File: src/rtl/md_scheduler.sv
// Shares one multi-cycle mult/div unit between two requesters: round-robin grant, operand
// latching, start/done sequencing, held response with backpressure, flush and watchdog abort.
module md_scheduler #(
  parameter int TIMEOUT = 16,
  parameter int CNT_W   = 5
) (
  input  logic        clk,
  input  logic        reset,
  input  logic [1:0]  r_valid,
  input  logic [3:0]  r_op,
  input  logic [63:0] r_a,
  input  logic [63:0] r_b,
  output logic [1:0]  r_ready,
  input  logic [1:0]  flush,
  output logic [1:0]  rsp_valid,
  input  logic [1:0]  rsp_ready,
  output logic [31:0] rsp_hi,
  output logic [31:0] rsp_lo,
  output logic        rsp_err,
  output logic        md_start,
  output logic [1:0]  md_op,
  output logic [31:0] md_a,
  output logic [31:0] md_b,
  input  logic        md_done,
  input  logic [31:0] md_hi,
  input  logic [31:0] md_lo,
  output logic        md_kill
);

  typedef enum logic [1:0] {IDLE, ISSUE, WAIT, RESP} state_t;

  localparam logic [CNT_W-1:0] WDOG_LAST = CNT_W'(TIMEOUT - 1);

  state_t            state_q, state_d;
  logic              owner_q, owner_d;
  logic              last_q, last_d;
  logic              drop_q, drop_d;
  logic [CNT_W-1:0]  wdog_q, wdog_d;
  logic [1:0]        op_q, op_d;
  logic [31:0]       a_q, a_d;
  logic [31:0]       b_q, b_d;
  logic [31:0]       hi_q, hi_d;
  logic [31:0]       lo_q, lo_d;
  logic              err_q, err_d;

  logic              grant;
  logic              accept;
  logic              own_flush;

  // On a tie the port that did not finish last wins; otherwise the lone valid port.
  assign grant     = (r_valid == 2'b11) ? ~last_q : r_valid[1];
  assign accept    = (state_q == IDLE) && r_valid[grant] && !flush[grant];
  assign own_flush = flush[owner_q];

  assign r_ready   = accept ? (grant ? 2'b10 : 2'b01) : 2'b00;
  assign rsp_valid = (state_q == RESP) ? (owner_q ? 2'b10 : 2'b01) : 2'b00;
  assign rsp_hi    = hi_q;
  assign rsp_lo    = lo_q;
  assign rsp_err   = err_q;
  assign md_start  = (state_q == ISSUE);
  assign md_op     = op_q;
  assign md_a      = a_q;
  assign md_b      = b_q;

  always_comb begin
    state_d = state_q;
    owner_d = owner_q;
    last_d  = last_q;
    drop_d  = drop_q;
    wdog_d  = wdog_q;
    op_d    = op_q;
    a_d     = a_q;
    b_d     = b_q;
    hi_d    = hi_q;
    lo_d    = lo_q;
    err_d   = err_q;
    md_kill = 1'b0;
    case (state_q)
      IDLE: begin
        if (accept) begin
          owner_d = grant;
          op_d    = grant ? r_op[3:2]  : r_op[1:0];
          a_d     = grant ? r_a[63:32] : r_a[31:0];
          b_d     = grant ? r_b[63:32] : r_b[31:0];
          state_d = ISSUE;
        end
      end
      ISSUE: begin
        // The unit cannot be cancelled before start, so a flush here only marks the result.
        wdog_d  = '0;
        drop_d  = own_flush;
        state_d = WAIT;
      end
      WAIT: begin
        if (md_done || (wdog_q == WDOG_LAST)) begin
          if (md_done) begin
            hi_d  = md_hi;
            lo_d  = md_lo;
            err_d = 1'b0;
          end else begin
            md_kill = 1'b1;
            hi_d    = '0;
            lo_d    = '0;
            err_d   = 1'b1;
          end
          if (drop_q || own_flush) begin
            state_d = IDLE;
            last_d  = owner_q;
          end else begin
            state_d = RESP;
          end
        end else begin
          wdog_d = wdog_q + CNT_W'(1);
          if (own_flush) drop_d = 1'b1;
        end
      end
      RESP: begin
        if (rsp_ready[owner_q] || own_flush) begin
          state_d = IDLE;
          last_d  = owner_q;
        end
      end
      default: state_d = IDLE;
    endcase
  end

  always_ff @(posedge clk) begin
    if (!reset) begin
      state_q <= IDLE;
      owner_q <= 1'b0;
      last_q  <= 1'b1;
      drop_q  <= 1'b0;
      wdog_q  <= '0;
      op_q    <= '0;
      a_q     <= '0;
      b_q     <= '0;
      hi_q    <= '0;
      lo_q    <= '0;
      err_q   <= 1'b0;
    end else begin
      state_q <= state_d;
      owner_q <= owner_d;
      last_q  <= last_d;
      drop_q  <= drop_d;
      wdog_q  <= wdog_d;
      op_q    <= op_d;
      a_q     <= a_d;
      b_q     <= b_d;
      hi_q    <= hi_d;
      lo_q    <= lo_d;
      err_q   <= err_d;
    end
  end

endmodule

File: config.mk
export PLATFORM = sky130hd
export DESIGN_NAME = md_scheduler
export DESIGN_NICKNAME = d
export VERILOG_FILES = /design/src/rtl/md_scheduler.sv
export SDC_FILE = /design/constraint.sdc
export NUM_CORES = 1
export LEC_CHECK = 0
export ABC_AREA = 1
export CORE_ASPECT_RATIO = 0.5
export CORE_MARGIN = 2
export CORE_UTILIZATION = 40
export CTS_BUF_LIST = sky130_fd_sc_hd__clkbuf_8
export CTS_CLUSTER_SIZE = 24
export DETAILED_ROUTE_END_ITERATION = 8
export MAX_ROUTING_LAYER = met4
export PLACE_DENSITY = 0.83
export SYNTH_ARGS = -nofsm -noshare
export SYNTH_HDL_FRONTEND = slang
export SYNTH_SLANG_ARGS = --single-unit
File: constraint.sdc
create_clock -name clk -period 2.49 [get_ports clk]
set_clock_uncertainty 0.2 [all_clocks]
set_input_delay 0.249 -clock clk [delete_from_list [all_inputs] [get_ports clk]]
set_output_delay 0.249 -clock clk [all_outputs]
set_load 0.02 [all_outputs]
Word level (Yosys, flattened, before mapping) --
Cells that the tools add are included.
Storage, ports and cells: word-level logic and storage cells 76, output and inout bits 137, register bits after elaboration 141
Operators by class: bitwise operators 1, muxes and demuxes 35, $lt $le $gt $ge 2, $add $sub $neg 1, reductions and logical operators 15, eq/ne operators 11
Operators with widths (count):
- 32-bit two-way mux | 4
- 2-bit two-way mux | 9
- 1-bit two-way mux | 17
- 2-bit != test (second input constant) | 5
- 5-bit one-hot mux with 2 select lines | 1
- 2-bit one-hot mux with 4 select lines | 1
- 2-bit == test (second input constant) | 3
- 2-bit AND reduction | 3
- 3-bit AND reduction | 2
- 5-bit by 1-bit adder with 5-bit output (second input constant) | 1
- 5-bit by 4-bit == test with 1-bit output (second input constant) | 1
- 5-bit two-way mux | 1
- 1-bit by 2-bit less-than comparator with 1-bit output (second input constant) | 2
- 1-bit one-hot mux with 2 select lines | 2
- 4-bit AND reduction | 1
- 2-bit nonzero test | 2
- 1-bit logical OR | 3
- 2-bit by 1-bit == test with 1-bit output (second input constant) | 1
- 1-bit logical AND | 2
- 2-bit logical NOT | 1
- 2-bit by 1-bit != test with 1-bit output (second input constant) | 1
- 1-bit logical NOT | 1
- 1-bit NOT | 1

Depth between registers and ports, before layout --
Gate-level depths: netlist of run 1.
word-level depth 8, mapped depth 11, gate-level depth less buffers 11

Worst setup path after synthesis of run 1 --
Ideal clock, no wire load.
kind register to output, start point reg wdog_q[0], end point out md_kill, cell stages (with the launch flop) 8, path buffers 1, setup slack 0.590 ns, data required time 2.041 ns, arrival 1.451 ns, cell sequence dfxtp_1 > ha_1 > inv_1 > nor3_1 > ha_1 > o21ai_1 > buf_2 > nor2_1
On the way: cells in the longest elaborated chain, start to end 4
Ends and longest elaborated chain:
- from (decl) | line 38 | logic [CNT_W-1:0] wdog_q, wdog_d;
- from (signal assigned) | line 145 | wdog_q <= wdog_d;
- 5-bit by 4-bit == test with 1-bit output | line 95 | if (md_done || (wdog_q == WDOG_LAST)) begin
- 1-bit logical OR | line 95
- 1-bit two-way mux | line 95
- 1-bit two-way mux | line 78 | case (state_q)
- to (decl) | line 27 | output logic md_kill
Every way passes these cells.

Worst setup path in the final report of run 1 --
start point reg state_q[0], end point out rsp_valid[0]
On the way: cells in the longest elaborated chain, start to end 2
Ends and longest elaborated chain:
- from (decl) | line 34 | state_t state_q, state_d;
- from (signal assigned) | line 141 | state_q <= state_d;
- 2-bit == test | line 56 | assign rsp_valid = (state_q == RESP) ? (owner_q ? 2'b10 : 2'b01) : 2'b00;
- 2-bit two-way mux | line 56
- to (decl) | line 15 | output logic [1:0] rsp_valid,
Every way passes these cells.

==> results.ini, run 1 <==
[run_status]
status=complete, no violations

[setup_path]
worst-path-buf-inv=2
cp.arrival_ps=1890
worstReg2RegEnd=rsp_lo[28]$_SDFFE_PN0P_
path_class=flip-flop to output pin
crit_chain=ha_1 > inv_1 > nor2_1 > clkdlybuf4s50_1
crit_start=state_q[0]$_SDFFE_PN0P_
crit_end=rsp_valid[0]
crit_required_ps=2040
end_kind=output pin
cpPeakStageDelay_ps=630
reg2regPathDepth=8
cp_num_cells=4
start_kind=flip-flop
path_max_fanout=5
cp_slowest_cell=clkdlybuf4s50_1
reg2reg_slack_ps=250
critPathTopFamily=buffers and inverters
reg2reg_from=wdog_q[0]$_SDFFE_PN0P_

[die]
initial_core_util_pct=41.40
die_x_um=178.0
die-area_mm2=0.01620
rows=31
ios=342
die_height_um=91.00
core-area_mm2=0.01462

[yosys]
syn_nets=1104
syn-cell-area_mm2=0.006055
ys_ff_latch=141
ys_seq_area_share_pct=46.62
synth_cells=893
syn_area_per_cell_um2=6.780
synth_cell_types=20
ys_warn_count=0

[timing]
final-setup-viol-count=0
worst_pin_slew_ps=671.9
period_share_pct=93.90
rsz0062_at_grt=no
fin_crit_ps=2338
finalWorstSetupSlack_ps=151.9
slew_headroom_pct=55.21
slew_viol_final=0
clock.fmax_mhz=427.7
hold_violations=0
setup-tns-final_ps=0

[finish]
antenna_cells=0
stdcell_count=1415
area_delta_synth_final_pct=64.83
fillCellCount=1218
layout_commonest_cell=nand2_1
drive_gt1_share_pct=4.437
final_net_count=1415
layout_common_cells=nand2_1 (420), clkdlybuf4s50_1 (337), dfxtp_1 (141)

[route]
drc=0
via_per_inst=4.873
dr.pass1.iters=7
drt-initial-drc-count=406
routedWlPerCell_um=14.14
vias=6896
wirelength_mm=20.01
final_antenna_net_count=0

[power_and_ir_drop]
max-vdd-ir-drop_mv=0.3964
leakage_uw=0.003941
power.density_mw_per_mm2=709.3

[placed_design]
gp_congestion=0.9473
hpwl_mm=14.57
portBuffers=341
pre_cts_ws_ps=90.58
placedCellCount=1383

[clocking]
cts_buffers=17
ctsResizeCount=2
cts_tree=yes
clk_latency_ps=410
cts_root_buf=clkbuf_8
clock-sinks=141
cts_htree_levels=4
cts.path.max_buffers=2
cts_hold_buf=0
clk_pin_slew_worst_paths_ps=80
postCtsSetupBuffers=0

[job]
drv_cap=0

[global_routing]
grtUsageTotal_pct=24.62
antenna_found_initial=0
grt_pass1_wl_mm=31.33
first_global_vias=6470
grt_max_degree=68
grt_overflow=0

[hold_path]
hold_class=primary input to flip-flop

tightest hold or removal path: stages:
cell	delay, ps
buf_2	140
nand2_2	90
nand2_1	50
inv_1	70
buf_4	100
nor2_1	30
per-layer routing:
metal	GRT usage (%)	up-vias	routed length, um
li1	-	3467	-
met3	3.853	47	1052
met2	44.54	233	10280
met5	-	-	0
met4	9.631	0	611
met1	27.17	3149	8069
cells in the mapped netlist, drive strengths merged:
cell type	instances	share of area, %
o21ai	5	0.41
a21oi	138	11
nor2	11	0.68
inv	24	1.5
dfxtp	141	47
o22ai	1	0.10
nand3	76	6.4
nand4	1	0.10
clkbuf	29	1.8
buf	34	3.1
nand2	422	26
ha	6	1.2
nor3	5	0.41
cells by family (layout without fill, tap and decap cells):
kind of cell	count (synthesis)	after routing	share of synthesized area, %
AND/OR/NAND/NOR	515	515	33.81
AO/OA/AOI/OAI	144	144	11.92
flip-flops	141	141	46.62
buffers and inverters	87	411	6.406
adder cells (fa/ha/maj)	6	6	1.240
how the worst min path moves through the flow:
stage	slack, ps	endpoint	from	depth (start not counted)
after detailed placement	250	rsp_lo[15]$_SDFFE_PN0P_	rsp_lo[15]$_SDFFE_PN0P_	2
after global placement	250	rsp_hi[17]$_SDFFE_PN0P_	rsp_hi[17]$_SDFFE_PN0P_	2
after CTS	140	owner_q$_SDFFE_PN0P_	r_valid[1]	6
final	150	owner_q$_SDFFE_PN0P_	r_valid[1]	6
after global routing	160	rsp_hi[17]$_SDFFE_PN0P_	md_hi[17]	3
after floorplan	130	last_q$_SDFFE_PN1P_	reset	1
metrics by stage:
| stage | total power, uW | hold slack (ps) | util (%) | instance area, um^2 |
|---|---|---|---|---|
| finish | 7079 | 148.2 | 68.25 | 9980 |
| detailed placement | 5169 | 252.4 | 65.35 | 9557 |
| global placement | 5119 | 246.9 | 65.35 | 9557 |
| CTS | 7153 | 137.4 | 68.26 | 9981 |
| global route | 7485 | 163.4 | 68.25 | 9980 |
| floorplan | 4069 | 133.2 | - | 6055 |
cell type report:
type | count | area [um^2] | share of cell area, %
clock inverters | 14 | 178.9 | 1.793
well taps | 198 | 247.7 | 2.482
clock buffers | 18 | 247.7 | 2.482
flip-flops and latches | 141 | 2823 | 28.28
repair buffers | 355 | 3535 | 35.42
inverters | 24 | 92.59 | 0.9278
multi-input cells | 665 | 2855 | 28.61
report_power, final:
group | internal (uW) | switching (uW)
registers | 2530 | 159
clock network | 1040 | 925
logic | 1070 | 1350
state kept, by name, summed over array words and instances, names as in the netlist:
register,count
rsp_err,1
wdog_q,5
last_q,1
drop_q,1
owner_q,1
rsp_lo,32
md_a,32
md_op,2
md_b,32
state_q,2
rsp_hi,32
(Power assumes the default switching activity.)
==> inputs of run 2 (changes only) <==
- SKIP_CTS_REPAIR_TIMING: default -> 1
==> run 2 against run 1 <==
Sequential power hardly changed. Utilization is 0.077 points higher. Non-clock buffer count stayed put. Critical endpoint unchanged. Via count hardly changed. Maximum frequency is 0.10% higher. Cell count stayed put. Largest power group unchanged. Routed wire length is 0.13% lower.
==> results.ini, run 2 (synthesis gave the netlist of run 1 again) <==
[power_and_ir_drop]
p_seq_share_pct=38.0
max-vdd-ir-drop_mv=0.3967
leakage_uw=0.003971
p_switching_uw=2433
p_comb_share_pct=34.2
swShare_pct=34.37
clkPwrFrac_pct=27.8
p_int_uw=4647
power.density_mw_per_mm2=708.6
power.total_uw=7080

[timing]
setup-tns-final_ps=0
period_share_pct=93.80
worst_pin_slew_ps=673.1
slew_headroom_pct=55.13
final-setup-viol-count=0
clock.fmax_mhz=428.1
hold_violations=0
fin_crit_ps=2336
finalWorstSetupSlack_ps=154.3
rsz0062_at_grt=no
slew_viol_final=0

[setup_path]
worst-path-buf-inv=2
end_kind=output pin
reg2reg_from=wdog_q[0]$_SDFFE_PN0P_
worstReg2RegEnd=rsp_lo[28]$_SDFFE_PN0P_
reg2reg_slack_ps=260
path_max_fanout=5
crit_chain=ha_1 > inv_1 > nor2_1 > clkdlybuf4s50_1
cpPeakStageDelay_ps=630
path_class=flip-flop to output pin
cp_slowest_cell=clkdlybuf4s50_1
crit_required_ps=2040
start_kind=flip-flop
crit_start=state_q[0]$_SDFFE_PN0P_
cp.arrival_ps=1890
reg2regPathDepth=8
critPathTopFamily=buffers and inverters

[global_routing]
grt_pass1_wl_mm=31.33
antenna_found_initial=0
grt_max_degree=68
grtUsageTotal_pct=24.62
first_global_vias=6470
grt_overflow=0

[die]
rows=31
die_x_um=178.0
initial_core_util_pct=41.40
core-area_mm2=0.01462
die-area_mm2=0.01620
ios=342
die_height_um=91.00

[route]
via_per_inst=4.873
dr.pass1.iters=5
drt-initial-drc-count=410
vias=6895
final_antenna_net_count=0
wirelength_mm=19.98
routedWlPerCell_um=14.12
drc=0

[clocking]
cts_tree=yes
cts_root_buf=clkbuf_8
clk_pin_slew_worst_paths_ps=80
cts.path.max_buffers=2
clk_latency_ps=410
clock-sinks=141
cts_buffers=17
cts_htree_levels=4

[finish]
area_delta_synth_final_pct=65.01
layout_commonest_cell=nand2_1
antenna_cells=0
final_net_count=1415
design_area_mm2=0.009991
final_util_pct=68.32
drive_gt1_share_pct=4.355
layout_common_cells=nand2_1 (420), clkdlybuf4s50_1 (337), dfxtp_1 (141)

[job]
drv_cap=0

[hold_path]
hold_class=primary input to flip-flop
hold_path_depth=6
hold_start=r_valid[1]
hold_path_end=owner_q$_SDFFE_PN0P_

[run_status]
status=complete, no violations

[placed_design]
pre_cts_ws_ps=90.58
placed_cell_area_mm2=0.009557
hpwl_mm=14.57
gp_congestion=0.9473
portBuffers=341

==> run 2: cell count changes in the layout (fill, tap and decap cells not counted), sizes merged <==
cell | previous run | this run
dlymetal6s2s | 1 | 3
dlygate4sd2 | 1 | 0
clkbuf | 19 | 18
==> run 2: area by class of cell <==
class                      count  area, um^2
fill                        1213        4632
timing repair buffer         355        3546
multi-input combinational    665        2855
sequential                   141        2823
clock buffer                  18       247.7
tap                          198       247.7
clock inverter                14       178.9
inverter                      24       92.59
==> run 2: worst min-delay path: cells and delay by family <==
family	cells	cell delay [ps]
buf+inv	3	310
simple gates	3	170
==> run 2: worst max-delay path by stage <==
stage	to	cells after the start
floorplan	md_kill	7
global placement	r_ready[1]	8
detailed placement	state_q[0]$_SDFFE_PN0P_	9
CTS	md_kill	7
global route	md_kill	7
finish	rsp_valid[0]	4
==> run 2: layer usage <==
| layer | vias up | wire (um) | track usage, % |
|---|---|---|---|
| li1 | 3467 | - | - |
| met1 | 3149 | 8028 | 27.17 |
| met2 | 234 | 10300 | 44.54 |
| met3 | 45 | 1053 | 3.853 |
| met4 | 0 | 595 | 9.631 |
| met5 | - | 0 | - |
==> run 2: per-stage QoR <==
stage               hold slack, ps  std cells
finish                       148.1       1415
global route                 163.4       1415
CTS                          137.4       1415
detailed placement           252.4       1383
global placement             246.9       1383
floorplan                    133.2        893
==> run 2: power by group through the flow <==
stage | logic [uW] | registers (uW) | clock network, uW
3_5_place_dp | 2430 | 2740 | 0
3_3_place_gp | 2390 | 2730 | 0
2_1_floorplan | 1040 | 3030 | 0
5_1_grt | 2640 | 2720 | 2130
6_report | 2420 | 2690 | 1970
4_1_cts | 2440 | 2690 | 2020
==> inputs of run 3 (changes only) <==
- MAX_ROUTING_LAYER: met4 -> default
- clock period: 2.49 -> 2.5 ns (I/O delays scaled with it)
==> run 3 against run 2 <==
Count of clock-buffer cells in the layout is the same. Critical path depth did not move. Die area unchanged. Register-to-register slack improved by 50 ps. Non-clock buffer count unchanged. Sequential share of layout area increased by 0.064 points. Routed wire length increased by 1.3%. Clock power down 3%. Via count barely moved. Critical path type unchanged. Largest power group unchanged.
==> results.ini, run 3 (synthesis gave the netlist of run 1 again) <==
[route]
wirelength_mm=20.23
via_per_inst=4.875
drc=0
drt-initial-drc-count=494
dr.pass1.iters=5
routedWlPerCell_um=14.31
vias=6893
final_antenna_net_count=0

[finish]
drive_gt1_share_pct=4.441
design_area_mm2=0.009968
final_util_pct=68.17
antenna_cells=0
area_delta_synth_final_pct=64.64
layout_commonest_cell=nand2_1
final_net_count=1415
layout_common_cells=nand2_1 (420), clkdlybuf4s50_1 (337), dfxtp_1 (141)

[global_routing]
antenna_found_initial=0
grt_busiest_layer=met2
gr-usage-met1_pct=28.16
grtUsageMet3_pct=5.276
grtUsageTotal_pct=24.48
grt_pass1_wl_mm=31.91
grtUsageMet2_pct=44.32
grt_max_degree=68
grt_overflow=0
first_global_vias=6560

[die]
rows=31
die_height_um=91.00
initial_core_util_pct=41.40
die-area_mm2=0.01620
ios=342
die_x_um=178.0
core-area_mm2=0.01462

[placed_design]
placed_cell_area_mm2=0.009557
hpwl_mm=14.68
gp_congestion=0.9254
portBuffers=341

[power_and_ir_drop]
max-vdd-ir-drop_mv=0.4068
power.density_mw_per_mm2=703.3
power.total_uw=7011
leakage_uw=0.003946

[timing]
worst_pin_slew_ps=674.0
slew_headroom_pct=55.06
fin_crit_ps=2362
period_share_pct=94.48
setup-tns-final_ps=0
hold_violations=0
final-setup-viol-count=0
slew_viol_final=0
clock.fmax_mhz=423.4
rsz0062_at_grt=no

[setup_path]
start_kind=flip-flop
cp.arrival_ps=1910
path_max_fanout=5
path_class=flip-flop to output pin
crit_required_ps=2050
end_kind=output pin

[clocking]
cts_buffers=17
clk_latency_ps=420
clk_pin_slew_worst_paths_ps=80
cts_root_buf=clkbuf_8
cts_htree_levels=4
cts_tree=yes
clock-sinks=141
cts.path.max_buffers=2

[run_status]
status=complete, no violations

[job]
drv_cap=0

[hold_path]
hold_class=primary input to flip-flop

## run 3: routing by layer
layer  up-vias  part of all wire, %
met5         -                    0
met3        41                  6.3
met4         0                  2.7
met1      3151                   40
met2       235                   51
li1       3466                    -
## run 3: layout make-up
type	instances	area [um^2]
clock buffer	18	247.7
clock inverter	13	163.9
fill	1230	4654
inverter	24	92.59
multi-input combinational	665	2855
sequential	141	2823
tap	198	247.7
timing repair buffer	355	3538
## run 3: critical path: stages, from the launching register on
cell,delay (ps)
dfxtp_1,430
ha_1,270
inv_1,80
nor2_1,90
clkdlybuf4s50_1,620
## run 3: stage by stage
step	instances	setup slack, ps	hold WS (ps)
after floorplan	893	599.4	134.2
after global placement	1383	168.4	247.0
after detailed placement	1383	134.3	253.0
after CTS	1414	-275.1	127.3
after global routing	1414	21.10	159.5
final	1414	138.0	145.6
## run 3: worst paths after layout
kind                            slack (ps)                      end                    start  cells after the start
worst min-delay path                   150     owner_q$_SDFFE_PN0P_               r_valid[1]                      6
worst max register to register         310  rsp_lo[11]$_SDFFE_PN0P_   wdog_q[0]$_SDFFE_PN0P_                      8
worst max-delay path                   140             rsp_valid[0]  state_q[0]$_SDFFE_PN0P_                      4
worst min register to register         260  rsp_hi[15]$_SDFFE_PN0P_  rsp_hi[15]$_SDFFE_PN0P_                      2
## run 3: where the power goes
| group | leakage (uW) | internal, uW | switching, uW | total, uW |
|---|---|---|---|---|
| clock network | 0.000205 | 1010 | 900 | 1910 |
| registers | 0.00115 | 2520 | 164 | 2690 |
| logic | 0.00260 | 1070 | 1340 | 2410 |
| total | 0.00395 | 4610 | 2410 | 7010 |
